[src/rtl/cache_miss_controller.sv]
// Miss/write-through sequencer between a direct-mapped cache and a 128-bit block memory.
// Optional build macro CACHE_STATS_EN adds saturating read hit/miss counters.
module cache_miss_controller #(
  parameter int MEM_LATENCY = 4,
  parameter int ADDR_W      = 15,
  parameter int CNT_W       = 4
) (
  input  logic              clock,
  input  logic              rst,
  input  logic              cpuRead,
  input  logic              cpuWrite,
  input  logic [ADDR_W-1:0] cpuAddress,
  input  logic [31:0]       cpuWriteData,
  output logic [31:0]       cpuReadData,
  output logic              cpuReady,
  input  logic              cacheHit,
  input  logic [31:0]       cacheWord,
  output logic              cacheFill,
  output logic              cacheUpdate,
  output logic [127:0]      fillData,
  output logic [ADDR_W-1:0] memAddress,
  output logic              memWrite,
  output logic [31:0]       memWriteData,
  input  logic [127:0]      memReadData
`ifdef CACHE_STATS_EN
  ,
  output logic [15:0]       hitCount,
  output logic [15:0]       missCount
`endif
);

  typedef enum logic [2:0] {IDLE, FETCH, FILL, WRITE, RESP} state_t;

  state_t           state, nextState;
  logic [CNT_W-1:0] counter;
  logic [1:0]       wordSel;
  logic             hitQ;
  logic             lastCycle;

  assign lastCycle = (counter == CNT_W'(MEM_LATENCY - 1));

  always_comb begin
    // NOTE: every output gets a default first, so no path can infer a latch.
    nextState   = state;
    cpuReady    = 1'b0;
    cacheFill   = 1'b0;
    cacheUpdate = 1'b0;
    memWrite    = 1'b0;
    case (state)
      IDLE: begin
        if (cpuWrite)     nextState = WRITE;
        else if (cpuRead) nextState = cacheHit ? RESP : FETCH;
      end
      FETCH: if (lastCycle) nextState = FILL;
      FILL: begin
        cacheFill = 1'b1;
        nextState = RESP;
      end
      WRITE: begin
        memWrite = 1'b1;
        if (lastCycle) begin
          cacheUpdate = hitQ;
          nextState   = RESP;
        end
      end
      RESP: begin
        cpuReady  = 1'b1;
        nextState = IDLE;
      end
      default: nextState = IDLE;
    endcase
  end

  // NOTE: state and datapath registers use non-blocking assignments only.
  always_ff @(posedge clock or posedge rst) begin
    if (rst) begin
      state        <= IDLE;
      counter      <= '0;
      wordSel      <= '0;
      hitQ         <= 1'b0;
      memAddress   <= '0;
      memWriteData <= '0;
      fillData     <= '0;
      cpuReadData  <= '0;
    end else begin
      state <= nextState;
      case (state)
        IDLE: begin
          counter <= '0;
          if (cpuWrite) begin
            memAddress   <= cpuAddress;
            memWriteData <= cpuWriteData;
            hitQ         <= cacheHit;
          end else if (cpuRead) begin
            hitQ    <= cacheHit;
            wordSel <= cpuAddress[1:0];
            if (cacheHit) cpuReadData <= cacheWord;
            else          memAddress  <= {cpuAddress[ADDR_W-1:2], 2'b00};
          end
        end
        FETCH: begin
          counter <= counter + 1'b1;
          if (lastCycle) fillData <= memReadData;
        end
        FILL:  cpuReadData <= fillData[{wordSel, 5'd0} +: 32];
        WRITE: counter <= counter + 1'b1;
        default: ;
      endcase
    end
  end

`ifdef CACHE_STATS_EN
  // Only reads that actually win acceptance are counted; a read dropped for a write is not.
  always_ff @(posedge clock or posedge rst) begin
    if (rst) begin
      hitCount  <= '0;
      missCount <= '0;
    end else if (state == IDLE && cpuRead && !cpuWrite) begin
      if (cacheHit) begin
        if (hitCount != 16'hFFFF) hitCount <= hitCount + 16'd1;
      end else begin
        if (missCount != 16'hFFFF) missCount <= missCount + 16'd1;
      end
    end
  end
`endif

endmodule

[config.mk]
export PLATFORM = sky130hd
export DESIGN_NAME = cache_miss_controller
export DESIGN_NICKNAME = d
export VERILOG_FILES = /design/src/rtl/cache_miss_controller.sv
export SDC_FILE = /design/constraint.sdc
export NUM_CORES = 1
export LEC_CHECK = 0
export ABC_AREA = 1
export CAP_MARGIN = 0
export CELL_PAD_IN_SITES_DETAIL_PLACEMENT = 1
export CELL_PAD_IN_SITES_GLOBAL_PLACEMENT = 1
export CORE_MARGIN = 4
export CORE_UTILIZATION = 27
export DETAILED_ROUTE_END_ITERATION = 10
export GPL_TIMING_DRIVEN = 0
export PLACE_DENSITY_LB_ADDON = 0.1
export RECOVER_POWER = 50
export SLEW_MARGIN = 20
export SYNTH_ARGS = -nofsm -noshare
export SYNTH_HDL_FRONTEND = slang
export SYNTH_SLANG_ARGS = --single-unit
export TNS_END_PERCENT = 1
[constraint.sdc]
create_clock -name clock -period 6.75 [get_ports clock]
set_clock_uncertainty 0.1 [all_clocks]
set_input_delay 0.675 -clock clock [delete_from_list [all_inputs] [get_ports clock]]
set_output_delay 0.675 -clock clock [all_outputs]
set_load 0.005 [all_outputs]
==> results of run 1 <==
## kinds of logic after synthesis
family	count (synthesis)	synth area share, %
simple gates	630	26.3
compound gates	169	9.22
xor+xnor	1	0.0870
fa+ha+maj	1	0.124
buf+inv	222	10.3
flops	217	54.0
## through the flow
stage	total power [µW]	area, µm²	std cells
global placement	6010	14900	2130
CTS	7680	15900	2183
detailed placement	6090	14900	2132
global route	8070	15800	2186
floorplan	3850	10100	1240
finish	7480	15800	2186
## report_power, final
group | leakage (µW) | internal [µW] | switching (µW)
logic | 0.00450 | 1760 | 1710
registers | 0.00261 | 1970 | 506
clock network | 0.000480 | 934 | 601
total | 0.00759 | 4660 | 2810
## cells in the final DEF (no fill, tap or decap), types with 2 or more instances in the layout
master and instances:
sky130_fd_sc_hd__inv_1 142, sky130_fd_sc_hd__dfrtp_1 217, sky130_fd_sc_hd__nand3_1 176, sky130_fd_sc_hd__nand2_4 2
sky130_fd_sc_hd__inv_2 2, sky130_fd_sc_hd__clkbuf_16 28, sky130_fd_sc_hd__o21ai_0 75, sky130_fd_sc_hd__nand2_1 434
sky130_fd_sc_hd__clkbuf_1 32, sky130_fd_sc_hd__clkinv_2 7, sky130_fd_sc_hd__clkdlybuf4s50_1 421, sky130_fd_sc_hd__nor2_1 11
sky130_fd_sc_hd__o21ai_1 58, sky130_fd_sc_hd__clkbuf_8 9, sky130_fd_sc_hd__nor2_4 2, sky130_fd_sc_hd__a21oi_1 3
sky130_fd_sc_hd__buf_6 7, sky130_fd_sc_hd__buf_2 33, sky130_fd_sc_hd__a21boi_0 32, sky130_fd_sc_hd__diode_2 3
sky130_fd_sc_hd__bufinv_16 2, sky130_fd_sc_hd__buf_4 7
## routing by layer
metal  vias to the layer above  wire, µm  track usage, %  share of wire, %
met5                         -        70               0              0.16
met4                        10      1140            5.46               2.5
met3                        61      2920            5.95               6.5
met2                       273     21500            36.2                48
met1                      4975     19100            28.1                43
li1                       4816         -               -                 -
## final cells by class
| cell class | instances | share of cell area [%] |
|---|---|---|
| flip-flops and latches | 217 | 34.4 |
| clock buffers | 40 | 5.30 |
| clock inverters | 11 | 0.762 |
| plain buffers | 77 | 2.59 |
| diodes | 3 | 0.0476 |
| multi-input cells | 801 | 22.7 |
| inverters | 145 | 3.46 |
| well taps | 468 | 3.71 |
| repair buffers | 424 | 27.0 |
## worst max path at each step
| stage | cells past startpoint | from | end |
|---|---|---|---|
| CTS | 6 | state[2]$_DFFE_PP0P_ | cacheFill |
| floorplan | 1 | rst | counter[0]$_DFFE_PP0P_ |
| finish | 3 | rst | fillData[36]$_DFFE_PP0P_ |
| detailed placement | 7 | cpuWrite | memAddress[2]$_DFFE_PP0P_ |
| global route | 3 | rst | fillData[36]$_DFFE_PP0P_ |
| global placement | 2 | rst | fillData[66]$_DFFE_PP0P_ |
## state kept, by name, summed over array words and instances, names as in the netlist
register,flops
memWriteData,32
fillData,128
state,3
hitQ,1
memAddress,15
wordSel,2
cpuReadData,32
counter,4
## worst max-delay path: stages
cell	delay (ns)
sky130_fd_sc_hd__dlygate4sd3_1	0.55
sky130_fd_sc_hd__clkinvlp_2	1.28
sky130_fd_sc_hd__clkbuf_2	1.72
==> qor_table.md, run 1 <==
| Item | Reported | Unit |
| --- | --- | --- |
| Outcome | complete, but fails checks | - |
| Violated checks | max-capacitance violations, max-slew violations | - |
| Final Worst Setup Slack | 2.52 | ns |
| Vert. Die Dim | 201 | µm |
| Final cell utilization of the core | 43.0 | % |
| Routability-driven placement congestion ratio | 0.830 | - |
| Post-synth EDFFs | 0 | - |
| Post-synth design cell area | 10100 | µm² |
| Leading register cell type out of synthesis | sky130_fd_sc_hd__dfrtp_1 | - |
| Initial core utilization | 27.4 | % |
| Critical path arrival | 4.33 | ns |
| Post-synthesis to final-layout area growth | 56.7 | % |
| First drt pass iteration count | 4 | - |
| Floorplan die area | 40400 | µm² |
| Maxcap violations | 2 | - |
| Clk sink count | 217 | - |
| Yosys top cell area share | 54.0 | % |
| Multi-input gate area in the final layout | 3580 | µm² |
| Worst-skew pair later-pin latency | 0.55 | ns |
| Post-CTS Repair Setup Buffers | 0 | - |
| Pins Over Slew Limit | 127 | - |
| Post-layout net count | 1907 | - |
| Clock slew seen by the registers of the worst setup and hold paths | 0.06 | ns |
| Final min period | 4.23 | ns |
| Worst slack at placement | 4.14 | ns |
| Routed len/inst | 20.5 | µm |
| Number of synthesized register bits | 217 | - |
| Flop2flop setup slack | 3.98 | ns |
| Worst Min Path Start | memAddress[10]$_DFFE_PP0P_ | - |
| Synthesized Nets | 1453 | - |
| Total negative slack | 0 | ns |
| Actual slew at the worst max-slew pin | 2.23 | ns |
| DRC violation count after routing | 0 | - |
| I/O pin count | 423 | - |
| Quantity of I/O buffers inserted on ports | 422 | - |
| Fill cell instance count of the final layout | 4354 | - |
| Cell Pwr Density | 474 | nW/µm² |
| Type of the tightest min-delay check | flip-flop to flip-flop | - |
| Reg2reg path depth | 6 | - |
| Antenna violations before repair | 8 | - |
| Worst Setup Path Type | input pin to asynchronous set/reset pin | - |
| Category of the worst setup path capture point | asynchronous set/reset pin | - |
| Clock tree from TritonCTS | built | - |
| Detailed router's first-iteration violation count | 421 | - |
| Worst-path fanout max | 82 | - |
| Endpoint of the most critical register-to-register path | fillData[57]$_DFFE_PP0P_ | - |
| Number of instances on the worst hold path | 2 | - |
| Detail-routed via count per cell | 4.64 | - |
| Cell variety after synth | 26 | - |
| Sequential-to-total area share from yosys stat | 54.0 | % |
| Via count | 10100 | - |
| Pin count of the biggest net entering global routing | 94 | - |
| Proportion of synthesized flip-flops having asynchronous set or reset | 100 | % |
| Max-slew headroom | -49.7 | % |
| Synth top cells by count | sky130_fd_sc_hd__nand2_1, sky130_fd_sc_hd__dfrtp_1, sky130_fd_sc_hd__nand3_1 | - |
| Total GRT Usage | 21.7 | % |
| Cell taking the most area after synthesis | sky130_fd_sc_hd__dfrtp_1 | - |
| Global-route wire length before repair | 68.7 | mm |
| FF+latch area | 5430 | µm² |
| Floorplan die width | 201 | µm |
| Share of final-layout standard cells stronger than drive strength 1 | 6.18 | % |
| Highest attainable clock frequency | 237 | MHz |
| Hold violation count in the final report | 0 | - |
| Dominant cell by count in the synthesized netlist | sky130_fd_sc_hd__nand2_1 | - |
| CTS hold repair buffers | 0 | - |
| Startpoint class of the critical path | input pin | - |
| Synth Warn # | 0 | - |
| Vias in the first global route | 10900 | - |
| Number of failing setup endpoints in the final timing report | 0 | - |
| RSZ-0062 raised after global routing | no | - |
| Cells resized by post-CTS repair | 0 | - |
| CTS max path bufs | 3 | - |
| Leak | 0.00759 | µW |
| Synth Instances | 1240 | - |
| Data required, critical path | 6.85 | ns |
| VDD IR max | 0.000198 | V |
| CTS Root Buffer Type | sky130_fd_sc_hd__clkbuf_16 | - |
| Overall routed net length | 44.7 | mm |
| Placeable core area | 36700 | µm² |
| Average size of a mapped cell | 8.12 | µm² |
| Number of CTS-inserted buffers | 28 | - |
| Startpoint of the lowest-slack register-to-register path | state[1]$_DFFE_PP0P_ | - |
| Detailed placement HPWL | 33.9 | mm |
| Sink of the worst hold path | memAddress[10]$_DFFE_PP0P_ | - |
| Largest cells by area after synthesis | sky130_fd_sc_hd__dfrtp_1, sky130_fd_sc_hd__nand2_1, sky130_fd_sc_hd__nand3_1 | - |
| Row count | 70 | - |
| Final-layout worst hold slack | 0.374 | ns |
| Final global-route overflow total | 0 | - |
| Post-detailed-route count of antenna-violating nets | 0 | - |
| H-tree level count | 1 | - |
| Post-route clock period utilization | 62.6 | % |
No activity file was read; power rests on OpenSTA's default activity.
==> run 2: changes to the inputs <==
--- a/config.mk
+++ b/config.mk
@@ -10,7 +10,7 @@
 export CELL_PAD_IN_SITES_DETAIL_PLACEMENT = 1
 export CELL_PAD_IN_SITES_GLOBAL_PLACEMENT = 1
 export CORE_MARGIN = 4
-export CORE_UTILIZATION = 27
+export CORE_UTILIZATION = 30
 export DETAILED_ROUTE_END_ITERATION = 10
 export GPL_TIMING_DRIVEN = 0
 export PLACE_DENSITY_LB_ADDON = 0.1
==> constraint.sdc (replaced) <==
create_clock -name clock -period 4 [get_ports clock]
set_clock_uncertainty 0.1 [all_clocks]
set_input_delay 0.4 -clock clock [delete_from_list [all_inputs] [get_ports clock]]
set_output_delay 0.4 -clock clock [all_outputs]
set_load 0.005 [all_outputs]
==> run 2 against run 1 <==
Count of clock-buffer cells in the layout rose by 5. Register-to-register slack got worse by 2.8 ns. The run still ends with max-capacitance violations, max-slew violations left. Cell count is 1.0% lower. Largest cell class unchanged. Final area up 0.41%. Routed wire length up 2.2%. Largest power group unchanged. Core utilization up 5.3 points. Global-route usage grew 3.0 points.
==> qor_table.md, run 2 (synthesized netlist as in run 1, its figures left out) <==
| Item | Reported | Unit | vs previous |
| --- | --- | --- | --- |
| Outcome | complete, but fails checks | - |  |
| Violated checks | max-capacitance violations, max-slew violations | - |  |
| H-tree level count | 1 | - | unchanged |
| Startpoint class of the critical path | flip-flop | - |  |
| VDD IR max | 0.000349 | V | +76% |
| Startpoint of the lowest-slack register-to-register path | state[1]$_DFFE_PP0P_ | - |  |
| Total negative slack | 0 | ns | unchanged |
| Clk sink count | 217 | - | unchanged |
| Global-route wire length before repair | 69.2 | mm | +0.75% |
| Cell Pwr Density | 800 | nW/µm² | +69% |
| Worst-skew pair later-pin latency | 0.54 | ns | about the same |
| Number of flip-flops under the largest register name | 128 | - | unchanged |
| Vert. Die Dim | 191 | µm | -4.9% |
| Vias in the first global route | 11100 | - | +2.0% |
| CTS Root Buffer Type | sky130_fd_sc_hd__clkbuf_16 | - |  |
| Floorplan die width | 191 | µm | -4.9% |
| Number of CTS-inserted buffers | 28 | - | unchanged |
| Endpoint of the most critical register-to-register path | fillData[103]$_DFFE_PP0P_ | - |  |
| CTS max path bufs | 3 | - | unchanged |
| Data required, critical path | 3.50 | ns | -3.35 ns |
| Count of non-filler cells in the finished layout | 2164 | - | -1.0% |
| Overall routed net length | 45.7 | mm | +2.2% |
| Most frequent standard cell in the layout excluding fill and tap cells | sky130_fd_sc_hd__nand2_1 | - |  |
| Highest-count cells in the layout ignoring fill and taps | sky130_fd_sc_hd__nand2_1, sky130_fd_sc_hd__clkdlybuf4s50_1, sky130_fd_sc_hd__dfrtp_1, sky130_fd_sc_hd__nand3_1, sky130_fd_sc_hd__inv_1 | - |  |
| Actual slew at the worst max-slew pin | 1.70 | ns | -0.538 ns |
| Final Worst Setup Slack | 0.957 | ns | -1.57 ns |
| Quantity of I/O buffers inserted on ports | 422 | - | unchanged |
| Final min period | 3.04 | ns |  |
| Initial core utilization | 30.7 | % | +3.3 points |
| Type of the tightest min-delay check | input pin to flip-flop | - |  |
| Hold violation count in the final report | 0 | - | unchanged |
| Routed len/inst | 21.1 | µm | +3.2% |
| Flop2flop setup slack | 1.23 | ns | -2.75 ns |
| I/O pin count | 423 | - | unchanged |
| Post-CTS Repair Setup Buffers | 0 | - | unchanged |
| Number of failing setup endpoints in the final timing report | 0 | - | unchanged |
| Post-layout net count | 1913 | - | +0.31% |
| Detailed router's first-iteration violation count | 480 | - | +14% |
| Total GRT Usage | 24.7 | % | +3.0 points |
| Largest registers | fillData (128), cpuReadData (32), memWriteData (32) | - |  |
| Row count | 66 | - | -5.7% |
| Pin count of the biggest net entering global routing | 31 | - | -67% |
| Worst-path fanout max | 9 | - | -89% |
| Post-detailed-route count of antenna-violating nets | 0 | - | unchanged |
| Worst slack at placement | 1.60 | ns | -2.54 ns |
| Critical path arrival | 2.54 | ns | -1.79 ns |
| Placeable core area | 32800 | µm² | -11% |
| Final global-route overflow total | 0 | - | unchanged |
| RSZ-0062 raised after global routing | no | - |  |
| Detail-routed via count per cell | 4.69 | - | +1.3% |
| First drt pass iteration count | 4 | - | unchanged |
| Pins Over Slew Limit | 47 | - | -63% |
| Sink of the worst hold path | memWriteData[10]$_DFFE_PP0P_ | - |  |
| DRC violation count after routing | 0 | - | unchanged |
| Placed Instance Area | 15000 | µm² | +0.51% |
| Largest register by flop count | fillData | - |  |
| Worst Setup Path Type | flip-flop to primary output | - |  |
| Cells resized by post-CTS repair | 0 | - | unchanged |
| Share of final-layout standard cells stronger than drive strength 1 | 5.87 | % | -0.31 points |
| CTS hold repair buffers | 0 | - | unchanged |
| Category of the worst setup path capture point | primary output | - |  |
| Detailed placement HPWL | 35.2 | mm | +3.9% |
| Post-route clock period utilization | 76.1 | % |  |
| Via count | 10200 | - | +0.24% |
| Worst Min Path Start | cpuWriteData[10] | - |  |
| Final cell utilization of the core | 48.3 | % | +5.3 points |
| Antenna violations before repair | 8 | - | unchanged |
| Clock slew seen by the registers of the worst setup and hold paths | 0.06 | ns | about the same |
| Maxcap violations | 2 | - | unchanged |
| Floorplan die area | 36500 | µm² | -9.6% |
| Reg2reg path depth | 7 | - | +1 |
| Routability-driven placement congestion ratio | 0.833 | - | +0.31% |
| Highest attainable clock frequency | 329 | MHz |  |
| Cell count after placement | 2112 | - | -0.94% |
| Number of instances on the worst hold path | 3 | - | +1 |
| Max-slew headroom | -13.0 | % | +37 points |
| Leak | 0.00763 | µW | +0.51% |
| Design Area, Final | 15800 | µm² | +0.41% |
| Post-synthesis to final-layout area growth | 57.3 | % |  |
| Clock tree from TritonCTS | built | - |  |
## run 2: cell types whose count changed in the layout (fill, tap and decap cells not counted), sizes merged
cell / before / now
bufinv: 2 / 1
inv: 145 / 144
clkbuf: 70 / 80
buf: 49 / 50
clkinv: 8 / 4
diode: 3 / 2
## run 2: worst max path at each step
stage / from / endpoint / cells past startpoint
2_1_floorplan: rst / counter[0]$_DFFE_PP0P_ / 1
3_3_place_gp: rst / memAddress[14]$_DFFE_PP0P_ / 2
3_5_place_dp: state[2]$_DFFE_PP0P_ / cacheFill / 6
4_1_cts: state[2]$_DFFE_PP0P_ / cacheFill / 6
5_1_grt: state[1]$_DFFE_PP0P_ / cacheUpdate / 4
6_report: state[1]$_DFFE_PP0P_ / cacheUpdate / 4
## run 2: critical path: stages (launching register included)
cell	delay, ns
sky130_fd_sc_hd__dfrtp_1	0.33
sky130_fd_sc_hd__clkbuf_1	0.41
sky130_fd_sc_hd__inv_1	0.24
sky130_fd_sc_hd__nor4_1	0.44
sky130_fd_sc_hd__clkdlybuf4s50_1	0.58
## run 2: metrics by stage
| step | hold slack [ns] | power, µW |
|---|---|---|
| CTS | 0.157 | 13000 |
| global placement | 0.352 | 10100 |
| finish | 0.287 | 12700 |
| floorplan | 0.362 | 6510 |
| global route | 0.278 | 13700 |
| detailed placement | 0.360 | 10300 |
## run 2: final cells by class
cell class                      instances  area (µm²)
Fill cell                            3910       16900
Buffer                                 77         448
Inverter                              145         546
Clock buffer                           45         896
Timing Repair Buffer                  430        4330
Antenna cell                            2        5.00
Multi-Input combinational cell        801        3580
Clock inverter                          5        53.8
Tap cell                              442         553
Sequential cell                       217        5430
## run 2: power by group
group | leakage (µW) | switching (µW) | internal [µW]
clock | 0.000472 | 994 | 1580
sequential | 0.00261 | 855 | 3320
combinational | 0.00454 | 2930 | 3000
## run 2: metal layers
layer / share of wire (%) / vias up / track usage [%]
met1: 40 / 4928 / 29.3
met2: 49 / 324 / 43.0
met4: 2.5 / 12 / 5.61
li1: - / 4825 / -
met3: 9.1 / 70 / 9.11
met5: 0.15 / - / 0
==> run 3: changes to the inputs <==
==> constraint.sdc (replaced) <==
create_clock -name clock -period 2.9 [get_ports clock]
set_clock_uncertainty 0.1 [all_clocks]
set_input_delay 0.29 -clock clock [delete_from_list [all_inputs] [get_ports clock]]
set_output_delay 0.29 -clock clock [all_outputs]
set_load 0.005 [all_outputs]
==> run 3 against run 2 <==
The flow still finishes with violations (max-capacitance violations, max-slew violations). Flip-flop and latch count stayed put. Register-to-register slack worse by 0.70 ns. Combinational power is 38% higher. Critical path depth is 2 higher. Die area stayed put. Critical path type unchanged. Clock power is 38% higher.
==> qor_table.md, run 3 (synthesized netlist as in run 1, its figures left out) <==
| Item | Reported | Unit | vs previous |
| --- | --- | --- | --- |
| Final Worst Setup Slack | 0.174 | ns | -0.783 ns |
| Crit-path cells | nor2_2, buf_6, nand2_4, inv_2, buf_6, clkdlybuf4s50_1 | - |  |
| Number of failing setup endpoints in the final timing report | 0 | - | unchanged |
| Actual slew at the worst max-slew pin | 1.72 | ns | +0.0253 ns |
| H-tree level count | 1 | - | unchanged |
| Category of the worst setup path capture point | primary output | - |  |
| Routed len/inst | 21.1 | µm | -0.14% |
| Highest-count cells in the layout ignoring fill and taps | sky130_fd_sc_hd__nand2_1, sky130_fd_sc_hd__clkdlybuf4s50_1, sky130_fd_sc_hd__dfrtp_1, sky130_fd_sc_hd__nand3_1, sky130_fd_sc_hd__inv_1 | - |  |
| Largest register by flop count | fillData | - |  |
| Detail-routed via count per cell | 4.70 | - | about the same |
| Cell count after placement | 2112 | - | unchanged |
| Detailed placement HPWL | 35.2 | mm | unchanged |
| I/O pin count | 423 | - | unchanged |
| Count of non-filler cells in the finished layout | 2164 | - | unchanged |
| VDD IR max | 0.000480 | V | +38% |
| Post-route clock period utilization | 94.0 | % |  |
| Final min period | 2.73 | ns |  |
| Initial core utilization | 30.7 | % | unchanged |
| Number of CTS-inserted buffers | 28 | - | unchanged |
| Quantity of I/O buffers inserted on ports | 422 | - | unchanged |
| Fill cell instance count of the final layout | 3907 | - | -0.077% |
| Worst slack at placement | 0.611 | ns | -0.990 ns |
| First element of the critical path | state[2]$_DFFE_PP0P_ | - |  |
| Slowest Stage Delay on Critical Path | 0.55 | ns | -0.03 ns |
| Clk sink count | 217 | - | unchanged |
| Post-detailed-route count of antenna-violating nets | 0 | - | unchanged |
| Vias in the first global route | 11100 | - | unchanged |
| Startpoint of the lowest-slack register-to-register path | state[1]$_DFFE_PP0P_ | - |  |
| First drt pass iteration count | 4 | - | unchanged |
| Pin count of the biggest net entering global routing | 31 | - | unchanged |
| Slowest stage cell, crit path | sky130_fd_sc_hd__clkdlybuf4s50_1 | - |  |
| CTS Root Buffer Type | sky130_fd_sc_hd__clkbuf_16 | - |  |
| Number of flip-flops under the largest register name | 128 | - | unchanged |
| Maxcap violations | 2 | - | unchanged |
| Floorplan die area | 36500 | µm² | unchanged |
| Clock slew seen by the registers of the worst setup and hold paths | 0.06 | ns | about the same |
| Crit path top cell by count | sky130_fd_sc_hd__buf_6 | - |  |
| Violated checks | max-capacitance violations, max-slew violations | - |  |
| Leak | 0.00764 | µW | +0.14% |
| FF+latch area | 5430 | µm² | unchanged |
| Vert. Die Dim | 191 | µm | unchanged |
| Hold violation count in the final report | 0 | - | unchanged |
| Post-layout net count | 1913 | - | unchanged |
| Global-route wire length before repair | 69.2 | mm | unchanged |
| Largest registers | fillData (128), cpuReadData (32), memWriteData (32) | - |  |
| Highest attainable clock frequency | 367 | MHz |  |
| Final-layout worst hold slack | 0.179 | ns | -0.108 ns |
| Startpoint class of the critical path | flip-flop | - |  |
| RSZ-0062 raised after global routing | no | - |  |
| Worst Setup Path Type | flip-flop to primary output | - |  |
| Post-synthesis to final-layout area growth | 57.5 | % |  |
| Max-slew headroom | -14.7 | % | -1.7 points |
| Row count | 66 | - | unchanged |
| Overall routed net length | 45.6 | mm | -0.14% |
| Multi-input gate area in the final layout | 3580 | µm² | about the same |
| Share of final-layout standard cells stronger than drive strength 1 | 6.10 | % | +0.23 points |
| Type of the tightest min-delay check | input pin to flip-flop | - |  |
| Flop2flop setup slack | 0.53 | ns | -0.70 ns |
| Via count | 10200 | - | +0.030% |
| Routability-driven placement congestion ratio | 0.833 | - | unchanged |
| Final global-route overflow total | 0 | - | unchanged |
| CTS max path bufs | 3 | - | unchanged |
| Total negative slack | 0 | ns | unchanged |
| Outcome | complete, but fails checks | - |  |
| Antenna violations before repair | 8 | - | unchanged |
| Placeable core area | 32800 | µm² | unchanged |
| Final Power | 17500 | µW | +38% |
| Total GRT Usage | 24.7 | % | unchanged |
| Cell Pwr Density | 1100 | nW/µm² | +38% |
| Detailed router's first-iteration violation count | 452 | - | -5.8% |
| Floorplan die width | 191 | µm | unchanged |
| Worst-path fanout max | 10 | - | +1 |
| Data required, critical path | 2.51 | ns | -0.99 ns |
| Kind of cell adding the most delay to the critical path | buffers and inverters | - |  |
| DRC violation count after routing | 0 | - | unchanged |
| Pins Over Slew Limit | 47 | - | unchanged |
| Critical path arrival | 2.34 | ns | -0.20 ns |
| Most frequent standard cell in the layout excluding fill and tap cells | sky130_fd_sc_hd__nand2_1 | - |  |
| Worst-skew pair later-pin latency | 0.54 | ns | about the same |
| Sum of buffers and inverters on the critical path | 4 | - | +1 |
| Clock tree from TritonCTS | built | - |  |
| Worst Min Path Start | cpuWriteData[10] | - |  |
==> run 3: cell types whose count changed in the layout (fill, tap and decap cells not counted), sizes merged <==
cell	change
buf	+3
clkbuf	-3
==> run 3: worst min-delay path: cells and delay by family <==
kind	cells	cell delay, ns
simple gates	2	0.10
buf+inv	1	0.39
==> run 3: final cells by class <==
cell class | count | area share, %
buffer | 77 | 2.91
clock inverter | 5 | 0.339
timing repair buffer | 430 | 27.3
inverter | 145 | 3.44
antenna | 2 | 0.0316
sequential | 217 | 34.3
tap | 442 | 3.49
multi-input combinational | 801 | 22.6
clock buffer | 45 | 5.65
==> run 3: per-stage QoR <==
stage,area [µm²],utilization (%)
finish,15900,48.4
global placement,14800,45.3
CTS,16000,48.7
global route,15900,48.4
detailed placement,15000,45.8
floorplan,10100,-
==> run 3: path summary, 6_finish.rpt <==
kind                                                 to  depth (start not counted)
max                                           cacheFill                          6
min                        memWriteData[10]$_DFFE_PP0P_                          3
max reg2reg                   fillData[103]$_DFFE_PP0P_                          7
min reg2reg                   memAddress[5]$_DFFE_PP0P_                          2
max in group asynchronous      fillData[30]$_DFFE_PP0P_                          3
min in group asynchronous      fillData[50]$_DFFE_PP0P_                          2
==> run 3: layer usage <==
layer  routed length, µm  global-route usage [%]  vias up  part of all wire [%]
met3                4250                    9.11       68                   9.3
met4                1150                    5.61       12                   2.5
met5                  69                       0        -                  0.15
met1               17900                    29.3     4921                    39
met2               22200                    43.0      334                    49
li1                    -                       -     4827                     -
==> run 3: repair_timing <==
item | 4_1_cts | 5_1_grt
hold buffers | 0 | 0
gates resized for setup | 0 | 3
setup buffers | 0 | 0
setup endpoints to repair | 0 | 1
endpoints found under the hold margin | 0 | 0
==> run 3: power by group <==
part	internal (µW)	switching (µW)	total, µW
Sequential	4570	1180	5760
Combinational	4150	4040	8200
Clock	2180	1370	3550
Total	10900	6590	17500
